==> config.mk <==
export PLATFORM = sky130hd
export DESIGN_NAME = scan_priority_encoder_flat
export DESIGN_NICKNAME = d
export VERILOG_FILES = /design/src/rtl/scan_priority_encoder_if.sv /design/src/rtl/scan_priority_encoder.sv /design/src/flat_wrapper.sv
export SDC_FILE = /design/constraint.sdc
export NUM_CORES = 1
export LEC_CHECK = 0
export ABC_AREA = 1
export CORE_MARGIN = 4
export CORE_UTILIZATION = 65
export CTS_CLUSTER_SIZE = 14
export DETAILED_ROUTE_END_ITERATION = 8
export DONT_BUFFER_PORTS = 1
export GPL_ROUTABILITY_DRIVEN = 0
export PLACE_DENSITY_LB_ADDON = 0.08
export SETUP_SLACK_MARGIN = 0.3
export SYNTH_ARGS = -nofsm -noshare
export SYNTH_HDL_FRONTEND = slang
export SYNTH_SLANG_ARGS = --single-unit
==> constraint.sdc <==
create_clock -name clk -period 3 [get_ports clk]
set_input_delay 0.15 -clock clk [delete_from_list [all_inputs] [get_ports clk]]
set_output_delay 0.15 -clock clk [all_outputs]
set_load 0.05 [all_outputs]
==> src/rtl/scan_priority_encoder_if.sv <==
// ---------------------------------------------------------------------------
// scan_priority_encoder_if
//
// Purpose: groups the request/handshake/status signals of the sequential
// 16-to-4 scan priority encoder into one bundle.
//
// Signals:
//   load   - capture request vector (requester -> encoder)
//   w      - N-bit multi-hot request vector (requester -> encoder)
//   ready  - consumer accepts y this cycle (consumer -> encoder)
//   y      - W-bit encoded index of current pending bit (encoder -> consumer)
//   valid  - y holds a pending index (encoder -> consumer)
//   busy   - batch in progress (encoder -> consumer)
//   done   - one-cycle pulse, last index of batch accepted
//   none   - one-cycle pulse, load captured an all-zero vector
//   count  - W+1-bit number of indices accepted in current/last batch
//
// Modports:
//   master - requester/consumer side (drives load, w, ready)
//   slave  - encoder side (drives y, valid, busy, done, none, count)
// ---------------------------------------------------------------------------
interface scan_priority_encoder_if #(
    parameter int N = 16,
    parameter int W = 4
);
    logic         load;
    logic [N-1:0] w;
    logic         ready;
    logic [W-1:0] y;
    logic         valid;
    logic         busy;
    logic         done;
    logic         none;
    logic [W:0]   count;

    modport master (
        output load, w, ready,
        input  y, valid, busy, done, none, count
    );

    modport slave (
        input  load, w, ready,
        output y, valid, busy, done, none, count
    );
endinterface

==> src/rtl/scan_priority_encoder.sv <==
// ---------------------------------------------------------------------------
// scan_priority_encoder
//
// Purpose: sequential 16-to-4 encoder, the inverse of the 4-to-16 decoder.
// A multi-hot request vector is captured on load; the binary index of every
// set bit is then emitted one per valid/ready handshake, lowest index first,
// so a decoder-driven select bank can regenerate the one-hot selects in order.
//
// Ports:
//   clk    - rising-edge clock
//   resetn - asynchronous active-low reset
//   En     - global enable; 0 freezes all state and masks valid/done/none
//   bus    - scan_priority_encoder_if.slave (load, w, ready, y, valid, busy,
//            done, none, count)
// ---------------------------------------------------------------------------
module scan_priority_encoder #(
    parameter int N = 16,
    parameter int W = 4
) (
    input  logic                            clk,
    input  logic                            resetn,
    input  logic                            En,
    scan_priority_encoder_if.slave          bus
);

    typedef enum logic [0:0] {
        IDLE = 1'b0,
        EMIT = 1'b1
    } state_t;

    state_t       r_state;
    logic [N-1:0] r_pending;
    logic [W-1:0] r_y;
    logic         r_valid;
    logic         r_done;
    logic         r_none;
    logic [W:0]   r_count;

    state_t       w_nextState;
    logic [N-1:0] w_nextPending;
    logic [W-1:0] w_nextY;
    logic         w_nextValid;
    logic         w_nextDone;
    logic         w_nextNone;
    logic [W:0]   w_nextCount;

    logic         w_validOut;
    logic         w_xfer;
    logic [N-1:0] w_clrMask;
    logic [N-1:0] w_remaining;

    // Lowest set index wins; scanning downward lets the last hit be the
    // lowest one. An all-zero vector yields 0, but callers only use the
    // result when at least one bit is set.
    function automatic logic [W-1:0] lowestIndex(input logic [N-1:0] vec);
        logic [W-1:0] idx;
        idx = '0;
        for (int k = N - 1; k >= 0; k--) begin
            if (vec[k]) begin
                idx = k[W-1:0];
            end
        end
        return idx;
    endfunction

    // Enable masks the handshake and the pulses combinationally so that a
    // frozen block can neither complete a transfer nor report an event.
    assign w_validOut = r_valid & En;
    assign w_xfer     = w_validOut & bus.ready;

    assign bus.y     = r_y;
    assign bus.valid = w_validOut;
    assign bus.busy  = (r_state == EMIT);
    assign bus.done  = r_done & En;
    assign bus.none  = r_none & En;
    assign bus.count = r_count;

    // State register: everything advances only when En is high; reset
    // discards any batch in flight immediately.
    always_ff @(posedge clk or negedge resetn) begin
        if (!resetn) begin
            r_state   <= IDLE;
            r_pending <= '0;
            r_y       <= '0;
            r_valid   <= 1'b0;
            r_done    <= 1'b0;
            r_none    <= 1'b0;
            r_count   <= '0;
        end else if (En) begin
            r_state   <= w_nextState;
            r_pending <= w_nextPending;
            r_y       <= w_nextY;
            r_valid   <= w_nextValid;
            r_done    <= w_nextDone;
            r_none    <= w_nextNone;
            r_count   <= w_nextCount;
        end
    end

    // Next-state logic. A load is refused while the done pulse is still
    // showing, so a load held across the end of a batch cannot restart it
    // until the cycle after the return to IDLE.
    always_comb begin
        w_nextState   = r_state;
        w_nextPending = r_pending;
        w_nextY       = r_y;
        w_nextValid   = r_valid;
        w_nextDone    = 1'b0;
        w_nextNone    = 1'b0;
        w_nextCount   = r_count;
        w_clrMask     = '0;
        w_clrMask[r_y] = 1'b1;
        w_remaining   = r_pending & ~w_clrMask;

        case (r_state)
            IDLE: begin
                if (bus.load && !r_done) begin
                    w_nextCount = '0;
                    if (|bus.w) begin
                        w_nextPending = bus.w;
                        w_nextY       = lowestIndex(bus.w);
                        w_nextValid   = 1'b1;
                        w_nextState   = EMIT;
                    end else begin
                        w_nextNone    = 1'b1;
                    end
                end
            end
            EMIT: begin
                if (w_xfer) begin
                    w_nextPending = w_remaining;
                    w_nextCount   = r_count + (W+1)'(1);
                    if (|w_remaining) begin
                        w_nextY     = lowestIndex(w_remaining);
                    end else begin
                        w_nextValid = 1'b0;
                        w_nextDone  = 1'b1;
                        w_nextState = IDLE;
                    end
                end
            end
            default: begin
                w_nextState = IDLE;
                w_nextValid = 1'b0;
            end
        endcase
    end

endmodule

==> src/flat_wrapper.sv <==
// flat-port wrapper written by rule: the top's interface ports become plain ports
module scan_priority_encoder_flat 
#(
    parameter int N = 16,
    parameter int W = 4
)
  (clk, resetn, En, bus_load, bus_w, bus_ready, bus_y, bus_valid, bus_busy, bus_done, bus_none, bus_count);
  scan_priority_encoder_if #(.N(N), .W(W)) bus_i ();
  input  logic clk;
  input  logic resetn;
  input  logic En;
  input wire logic [$bits(bus_i.load)-1:0] bus_load;
  input wire logic [$bits(bus_i.w)-1:0] bus_w;
  input wire logic [$bits(bus_i.ready)-1:0] bus_ready;
  output wire logic [$bits(bus_i.y)-1:0] bus_y;
  output wire logic [$bits(bus_i.valid)-1:0] bus_valid;
  output wire logic [$bits(bus_i.busy)-1:0] bus_busy;
  output wire logic [$bits(bus_i.done)-1:0] bus_done;
  output wire logic [$bits(bus_i.none)-1:0] bus_none;
  output wire logic [$bits(bus_i.count)-1:0] bus_count;
  assign bus_i.load = bus_load;
  assign bus_i.w = bus_w;
  assign bus_i.ready = bus_ready;
  assign bus_y = bus_i.y;
  assign bus_valid = bus_i.valid;
  assign bus_busy = bus_i.busy;
  assign bus_done = bus_i.done;
  assign bus_none = bus_i.none;
  assign bus_count = bus_i.count;
  scan_priority_encoder #(.N(N), .W(W)) u_core (.clk(clk), .resetn(resetn), .En(En), .bus(bus_i));
endmodule
==> impl_metrics.toml, run 1 <==
[clock_network]
post-cts-setup-buffers = 0
cts.path.max_buffers = 2
clk_pin_slew_worst_paths_ns = 0.10
cts.sink_count = 29
tritoncts = "done"
cts_buffers = 5
cts_root_buffer = "clkbuf_4"
cts_hold_buffers = 5
cts_max_level = 2
post_cts_resized = 0
insertion_delay_ns = 0.34

[pwr]
fin_total_pwr_mw = 2.31
ir_drop_mv = 0.879
powerDensity_mw_per_mm2 = 1120
p_leak_nw = 1.09

[timing]
fin_crit_ns = 2.43
finClkSkew_ns = 0.00732
period_share_pct = 81.1
fin_tns_setup_ns = 0
finalHoldViolCount = 0
clock.fmax_ghz = 0.411
rsz0062_at_grt = "no"
whs_ns = 0.00847
timing_worst_slew_pin_value_ns = 0.648
setup_viol = 0
relSlewSlack_pct = 56.8
maxSlewViolCount = 0

[yosys]
synthAdderAreaFrac_pct = 0.667
synthSimpleGateAreaFrac_pct = 29.5
syn_area_mm2 = 0.00188
syn_area_per_cell_um2 = 6.98
synth_xor_area_share_pct = 0.467
synth-seq-area-share_pct = 38.7
syn_nets = 291
syn_inst = 269
synth_top_family_by_area = "simple AND/OR/NAND/NOR gates"
synthMuxAreaShare_pct = 0
yosys_warnings = 0
ys_ff_latch = 29
synth-compound-area-share_pct = 21.7
synth_cell_types = 37

[setup_path]
worstSetupEndpointType = "flip-flop"
crit_arrival_ns = 2.66
worstPathCellList = "buf_4, inv_1, nand2_1, nand2_1, inv_1, nand2_1, inv_2, nand2_2, nor2_4, clkinv_4, a21oi_2, a22oi_2"
worstSetupPathType = "reg2reg"
slowest_delay_ns = 0.38
crit_top_cell = "nand2_1"
crit_buf_inv = 5
critPathLaunchType = "flip-flop"
cp_max_fo = 32
slowest_stage = "buf_4"
crit_family = "simple AND/OR/NAND/NOR gates"
worstPathRequired_ns = 3.23

[floorplanning]
dieArea_mm2 = 0.00381
core_mm2 = 0.00276
die_x_um = 61.7
start_util_pct = 68.1
rows = 19
ios = 34
die_h_um = 61.7

[cells_and_area]
nFillCells = 235
mostFrequentLayoutCell = "nand2_1"
final-instance-count-excl-fill = 309
layout.cells.most_common_list = "nand2_1, dfrtp_1, inv_1"
design_area_mm2 = 0.00206
final_nets = 299
diodes = 0
drive_gt1_share_pct = 13.3
areaGrowthSynthToFinish_pct = 10.0

[placed_design]
place_area_mm2 = 0.00190
port_buffers = 0
hpwl_um = 3200
dpl.cell_count = 296

[global_route]
grt_usage_pct = 25.7
first_global_vias = 1619
grt_pass1_wl_um = 7160
overflow = 0
grt_antenna_before_repair = 0
grt_max_degree = 33

[drt]
drt-met1-wl_um = 2050
firstDrtPassIters = 4
postRouteWirelength_um = 4370
wl_met3_um = 243
top_layer = "met4"
num_vias = 1749
viasPerCell = 5.66
final_antenna_net_count = 0
avgRoutedWirePerCell_um = 14.1
dr.first_iter.drc_count = 122
drc_errors = 0
dr_wl_met2_um = 1980

[outcome]
status = "complete, no violations"

[job]
maxCapViolCount = 0

[hold_path]
min_path_type = "in2reg"
-- sequential cells by signal (all words and copies together) (netlist names) --
signal,count
u_core.r_none,1
u_core.bus.y,4
u_core.r_pending,16
u_core.bus.busy,1
u_core.r_done,1
u_core.bus.count,5
u_core.r_valid,1
-- stage by stage --
| step | util [%] | setup WS (ns) |
|---|---|---|
| global route | 74.9 | 0.314 |
| detailed placement | 69.0 | 0.608 |
| floorplan | - | 0.961 |
| CTS | 74.9 | 0.584 |
| global placement | 69.0 | 0.658 |
| finish | 74.9 | 0.566 |
-- where the power goes --
group | switching (mW) | internal (mW) | leakage [nW]
sequential | 0.326 | 0.536 | 0.369
combinational | 0.678 | 0.365 | 0.670
clock | 0.150 | 0.258 | 0.0552
total | 1.15 | 1.16 | 1.09
-- per-layer routing --
layer,track usage [%],vias to the layer above
li1,-,896
met1,36.6,800
met2,39.2,42
met3,4.13,11
met4,10.0,0
met5,0,-
-- synth_stat cells, drive strengths merged --
cell type,instances,area [µm²]
xor2,1,8.76
o31ai,2,15.0
a31oi,5,31.3
ha,1,12.5
a22oi,2,20.0
nand2,84,320
o21bai,2,15.0
o21ai,46,241
clkbuf,3,11.3
o21a,1,7.51
nor4,2,12.5
nand3,7,35.0
o22ai,1,6.26
dfrtp,29,726
nor3b,1,7.51
a21oi,7,46.3
inv,36,135
o32ai,1,8.76
nand4,1,6.26
and3,1,6.26
clkinv,2,12.5
or2,2,17.5
nor3,5,36.3
o211ai,1,7.51
nor2,23,111
buf,2,10.0
o311ai,1,8.76
-- path summary, 6_finish.rpt --
check,startpoint,end,slack (ns),depth (start not counted)
min in group asynchronous,resetn,u_core.bus.y[0],0.24,2
hold / removal,bus_ready,u_core.r_done,0.008,2
hold reg to reg,u_core.r_pending[10],u_core.r_pending[10],0.50,2
max in group asynchronous,resetn,u_core.r_pending[13],2.59,2
setup / recovery,u_core.bus.busy,u_core.bus.y[1],0.57,12
setup reg to reg,u_core.bus.busy,u_core.bus.y[1],0.57,12
-- kinds of logic (layout without fill, tap and decap cells) --
logic type	count (synthesis)	count (layout)
buffers and inverters	43	52
AOI/OAI and AO/OA	69	69
xor gates and xnor gates	1	1
adders and majority gates	1	1
and+or+nand+nor	126	126
DFF	29	29
-- cell type report --
| class | instances | area, µm² | area share, % |
|---|---|---|---|
| sequential | 29 | 726 | 35.2 |
| clock buffer | 5 | 37.5 | 1.82 |
| multi-input combinational | 197 | 982 | 47.6 |
| inverter | 38 | 148 | 7.15 |
| timing repair buffer | 6 | 67.6 | 3.27 |
| tap | 31 | 38.8 | 1.88 |
| clock inverter | 3 | 65.1 | 3.15 |
Power figures use the tool's default switching activity.
==> run 2: changes to the inputs <==
- CORE_UTILIZATION: 65 -> 57
- clock period: 3 -> 2.15 ns (I/O delays scaled with it)
==> impl_metrics.toml, run 2 (synthesis gave the netlist of run 1 again) <==
[outcome]
status = "complete, no violations"

[placed_design]
hpwl_um = 3350
dpl.cell_count = 321
port_buffers = 0

[pwr]
ir_drop_mv = 0.791
p_leak_nw = 1.24
powerDensity_mw_per_mm2 = 1470

[setup_path]
cp_max_fo = 5
worstSetupPathType = "reg2reg"
critPathLaunchType = "flip-flop"
worstPathRequired_ns = 2.40
crit_arrival_ns = 2.17
worstSetupEndpointType = "flip-flop"

[job]
maxCapViolCount = 0

[timing]
rsz0062_at_grt = "yes"
maxSlewViolCount = 0
clock.fmax_ghz = 0.521
whs_ns = 0.00848
timing_worst_slew_pin_value_ns = 0.781
period_share_pct = 89.4
fin_tns_setup_ns = 0
fin_crit_ns = 1.92
setup_viol = 0
finalHoldViolCount = 0
finClkSkew_ns = 0.00713
relSlewSlack_pct = 47.5

[cells_and_area]
drive_gt1_share_pct = 29.6
regArea_um2 = 732
largest_reg_flops = 16
final_util_pct = 79.4
multi_input_area_mm2 = 0.00113
nFillCells = 236
regMostFlops = "u_core.r_pending"
final_nets = 333
areaGrowthSynthToFinish_pct = 31.3
diodes = 0
mostFrequentLayoutCell = "nand2_1"
final-instance-count-excl-fill = 355
layout.cells.most_common_list = "nand2_1, buf_4, inv_1, dfrtp_1, o21ai_0"

[hold_path]
min_path_type = "in2reg"

[drt]
firstDrtPassIters = 4
final_antenna_net_count = 0
dr.first_iter.drc_count = 172
drc_errors = 0
avgRoutedWirePerCell_um = 14.2
num_vias = 1911
viasPerCell = 5.38
postRouteWirelength_um = 5050

[clock_network]
cts_root_buffer = "clkbuf_4"
insertion_delay_ns = 0.33
clk_pin_slew_worst_paths_ns = 0.09
cts_buffers = 5
tritoncts = "done"
cts_max_level = 2
cts.sink_count = 29
cts.path.max_buffers = 2

[global_route]
grt_usage_pct = 26.0
grt_antenna_before_repair = 0
first_global_vias = 1983
grt_pass1_wl_um = 8660
grt_max_degree = 30
overflow = 0

[floorplanning]
ios = 34
dieArea_mm2 = 0.00427
rows = 20
die_x_um = 65.4
start_util_pct = 60.5
core_mm2 = 0.00310
die_h_um = 65.4
-- run 2: worst max-delay path: stages (launching register included) --
cell      delay, ns
dfrtp_2        0.46
buf_4          0.16
nand2_4        0.09
o21ai_4        0.17
buf_4          0.13
nand2_1        0.05
nor2_1         0.18
nand2_2        0.13
nor2_4         0.14
nor2_4         0.07
clkinv_4       0.08
a21oi_4        0.03
a22oi_2        0.15
-- run 2: repair_timing --
action | CTS | global route
setup buffers | 6 | 7
setup endpoints to repair | 2 | 23
pin swaps | 0 | 6
resized for setup | 13 | 22
hold buffers | 14 | 0
endpoints found under the hold margin | 42 | 0
-- run 2: per-layer routing --
metal  vias up  wire length, µm  track usage, %
met5         -                0               0
met4         0               59            8.81
met3        10              241            7.35
met2        45             2470            43.1
met1       895             2270            32.3
li1        961                -               -
-- run 2: final timing paths --
kind / startpoint / to / slack [ns] / depth (start not counted)
setup / recovery: u_core.bus.y[0] / u_core.bus.y[1] / 0.23 / 12
hold / removal: bus_load / u_core.r_none / 0.008 / 2
setup reg to reg: u_core.bus.y[0] / u_core.bus.y[1] / 0.23 / 12
hold reg to reg: u_core.r_pending[8] / u_core.r_pending[8] / 0.52 / 2
max in group asynchronous: resetn / u_core.bus.busy / 1.74 / 2
min in group asynchronous: resetn / u_core.r_pending[8] / 0.24 / 2
-- run 2: where the power goes --
part	total, mW	internal (mW)	switching (mW)	leakage [nW]
Clock	0.346	0.154	0.192	0.0314
Sequential	1.01	0.762	0.246	0.365
Combinational	2.27	0.847	1.42	0.848
-- run 2: layout make-up --
cell class	count	share of cell area [%]
timing repair buffer	40	14.0
multi-input combinational	197	45.7
tap	44	2.23
inverter	38	6.14
clock buffer	7	2.23
sequential	29	29.7
-- run 2: through the flow --
step | setup slack, ns | area [µm²] | power (mW)
6_report | 0.229 | 2460 | 3.62
5_1_grt | 0.130 | 2460 | 3.91
4_1_cts | 0.290 | 2310 | 3.35
3_5_place_dp | 0.254 | 2010 | 2.79
3_3_place_gp | 0.262 | 2010 | 2.76
2_1_floorplan | 0.305 | 1880 | 2.36
==> run 3: changes to the inputs <==
- REMOVE_ABC_BUFFERS: default -> 1
==> impl_metrics.toml, run 3 (synthesis gave the netlist of run 1 again) <==
[cells_and_area]
final_nets = 330
drive_gt1_share_pct = 26.9
mostFrequentLayoutCell = "nand2_1"
areaGrowthSynthToFinish_pct = 29.6
diodes = 0
nFillCells = 244
layout.cells.most_common_list = "nand2_1, dfrtp_1, inv_1"
regMostFlops = "u_core.r_pending"
largest_reg_flops = 16

[outcome]
status = "complete, no violations"

[setup_path]
cp_max_fo = 5
crit_arrival_ns = 2.19
worstPathRequired_ns = 2.40
critPathLaunch = "u_core.bus.y[1]"
critPathLaunchType = "flip-flop"
worstSetupPathType = "reg2reg"
worstSetupEndpointType = "flip-flop"
r2r-start = "u_core.bus.y[1]"

[floorplanning]
rows = 20
core_mm2 = 0.00310
ios = 34
die_h_um = 65.4
start_util_pct = 60.5
die_x_um = 65.4
dieArea_mm2 = 0.00427

[timing]
fin_ws_ns = 0.212
rsz0062_at_grt = "yes"
finalHoldViolCount = 0
maxSlewViolCount = 0
whs_ns = 0.00488
setup_viol = 0
relSlewSlack_pct = 59.8
finClkSkew_ns = 0.00437
timing_worst_slew_pin_value_ns = 0.597
clock.fmax_ghz = 0.516
period_share_pct = 90.1
fin_crit_ns = 1.94

[pwr]
internal-power_mw = 1.72
fin_total_pwr_mw = 3.56
p_clk_share_pct = 9.4
swShare_pct = 51.6
seq_power_share_pct = 28.1
combPwrFrac_pct = 62.6
powerDensity_mw_per_mm2 = 1460
switching_power_mw = 1.84
p_leak_nw = 1.23
ir_drop_mv = 0.844

[hold_path]
min_path_type = "in2reg"
hp-start = "bus_w[3]"

[global_route]
overflow = 0
grt_pass1_wl_um = 8220
grt_usage_pct = 25.2
first_global_vias = 1792
grt_max_degree = 30
grt_antenna_before_repair = 0

[drt]
final_antenna_net_count = 0
avgRoutedWirePerCell_um = 14.2
dr.first_iter.drc_count = 162
viasPerCell = 5.43
postRouteWirelength_um = 5010
drc_errors = 0
firstDrtPassIters = 5
num_vias = 1913

[placed_design]
pre_cts_slack_ns = 0.136
hpwl_um = 3410
port_buffers = 0

[clock_network]
cts.sink_count = 29
cts_buffers = 5
tritoncts = "done"
clk_pin_slew_worst_paths_ns = 0.09
cts_max_level = 2
cts.path.max_buffers = 2
insertion_delay_ns = 0.32
cts_root_buffer = "clkbuf_4"

[job]
maxCapViolCount = 0
run 3: changes by cell type in the layout (fill, tap and decap cells not counted), moves of 2 or more:
cell and delta:
o21ai_1 +2, o21ai_4 -2, nand2_2 -3, nand2_1 +3, buf_4 -4
run 3: final cells by class:
class                      instances  area, µm²  share of cell area [%]
clock buffer                       7       55.1                    2.26
inverter                          38        156                    6.43
multi-input combinational        197       1100                    45.4
sequential                        29        731                    30.0
tap                               44       55.1                    2.26
timing repair buffer              37        330                    13.6
run 3: timing repair:
item                       4_1_cts  5_1_grt
gates resized for setup         12       26
hold buffers                    14        0
pin swaps                        5       10
setup endpoints to repair       16       24
hold endpoints to repair        41        0
setup buffers                    5        5
run 3: routing by layer:
layer / vias to the layer above / share of wire (%) / track usage [%]
li1: 962 / - / -
met1: 865 / 43 / 34.9
met2: 74 / 48 / 39.2
met3: 12 / 7.4 / 5.13
met4: 0 / 1.7 / 8.55
met5: - / 0 / 0
run 3: power groups by stage:
stage                     logic, mW  registers, mW  clock network, mW
final                          2.23          0.999              0.334
after global placement         1.80          0.964                  0
after floorplan                1.15           1.19                  0
after CTS                      1.96          0.978              0.346
after global routing           2.44           1.03              0.378
after detailed placement       1.80          0.970                  0
run 3: worst max-delay path, stage by stage, from the launching register on:
cell,delay (ns)
dfrtp_1,0.44
or2_4,0.30
buf_4,0.14
o21ai_2,0.15
nand2_1,0.11
nor2_2,0.17
nand2_2,0.11
nor2_4,0.14
nor2_4,0.06
clkinv_4,0.07
a21oi_4,0.03
a22oi_2,0.12
run 3: per-stage QoR:
| step | util [%] | cell area (µm²) | setup TNS [ns] | instances |
|---|---|---|---|---|
| after detailed placement | 64.7 | 2010 | 0 | 321 |
| after CTS | 73.8 | 2290 | 0 | 347 |
| final | 78.4 | 2430 | 0 | 352 |
| after floorplan | - | 1860 | -4.77 | 264 |
| after global routing | 78.4 | 2430 | 0 | 352 |
| after global placement | 64.7 | 2010 | 0 | 321 |
run 3: final timing paths:
path / depth (start not counted) / endpoint / slack [ns]
setup / recovery: 11 / u_core.bus.y[1] / 0.21
hold / removal: 2 / u_core.r_pending[3] / 0.005
setup reg to reg: 11 / u_core.bus.y[1] / 0.21
hold reg to reg: 2 / u_core.r_pending[6] / 0.51
max in group asynchronous: 2 / u_core.bus.busy / 1.73
min in group asynchronous: 2 / u_core.r_pending[13] / 0.25
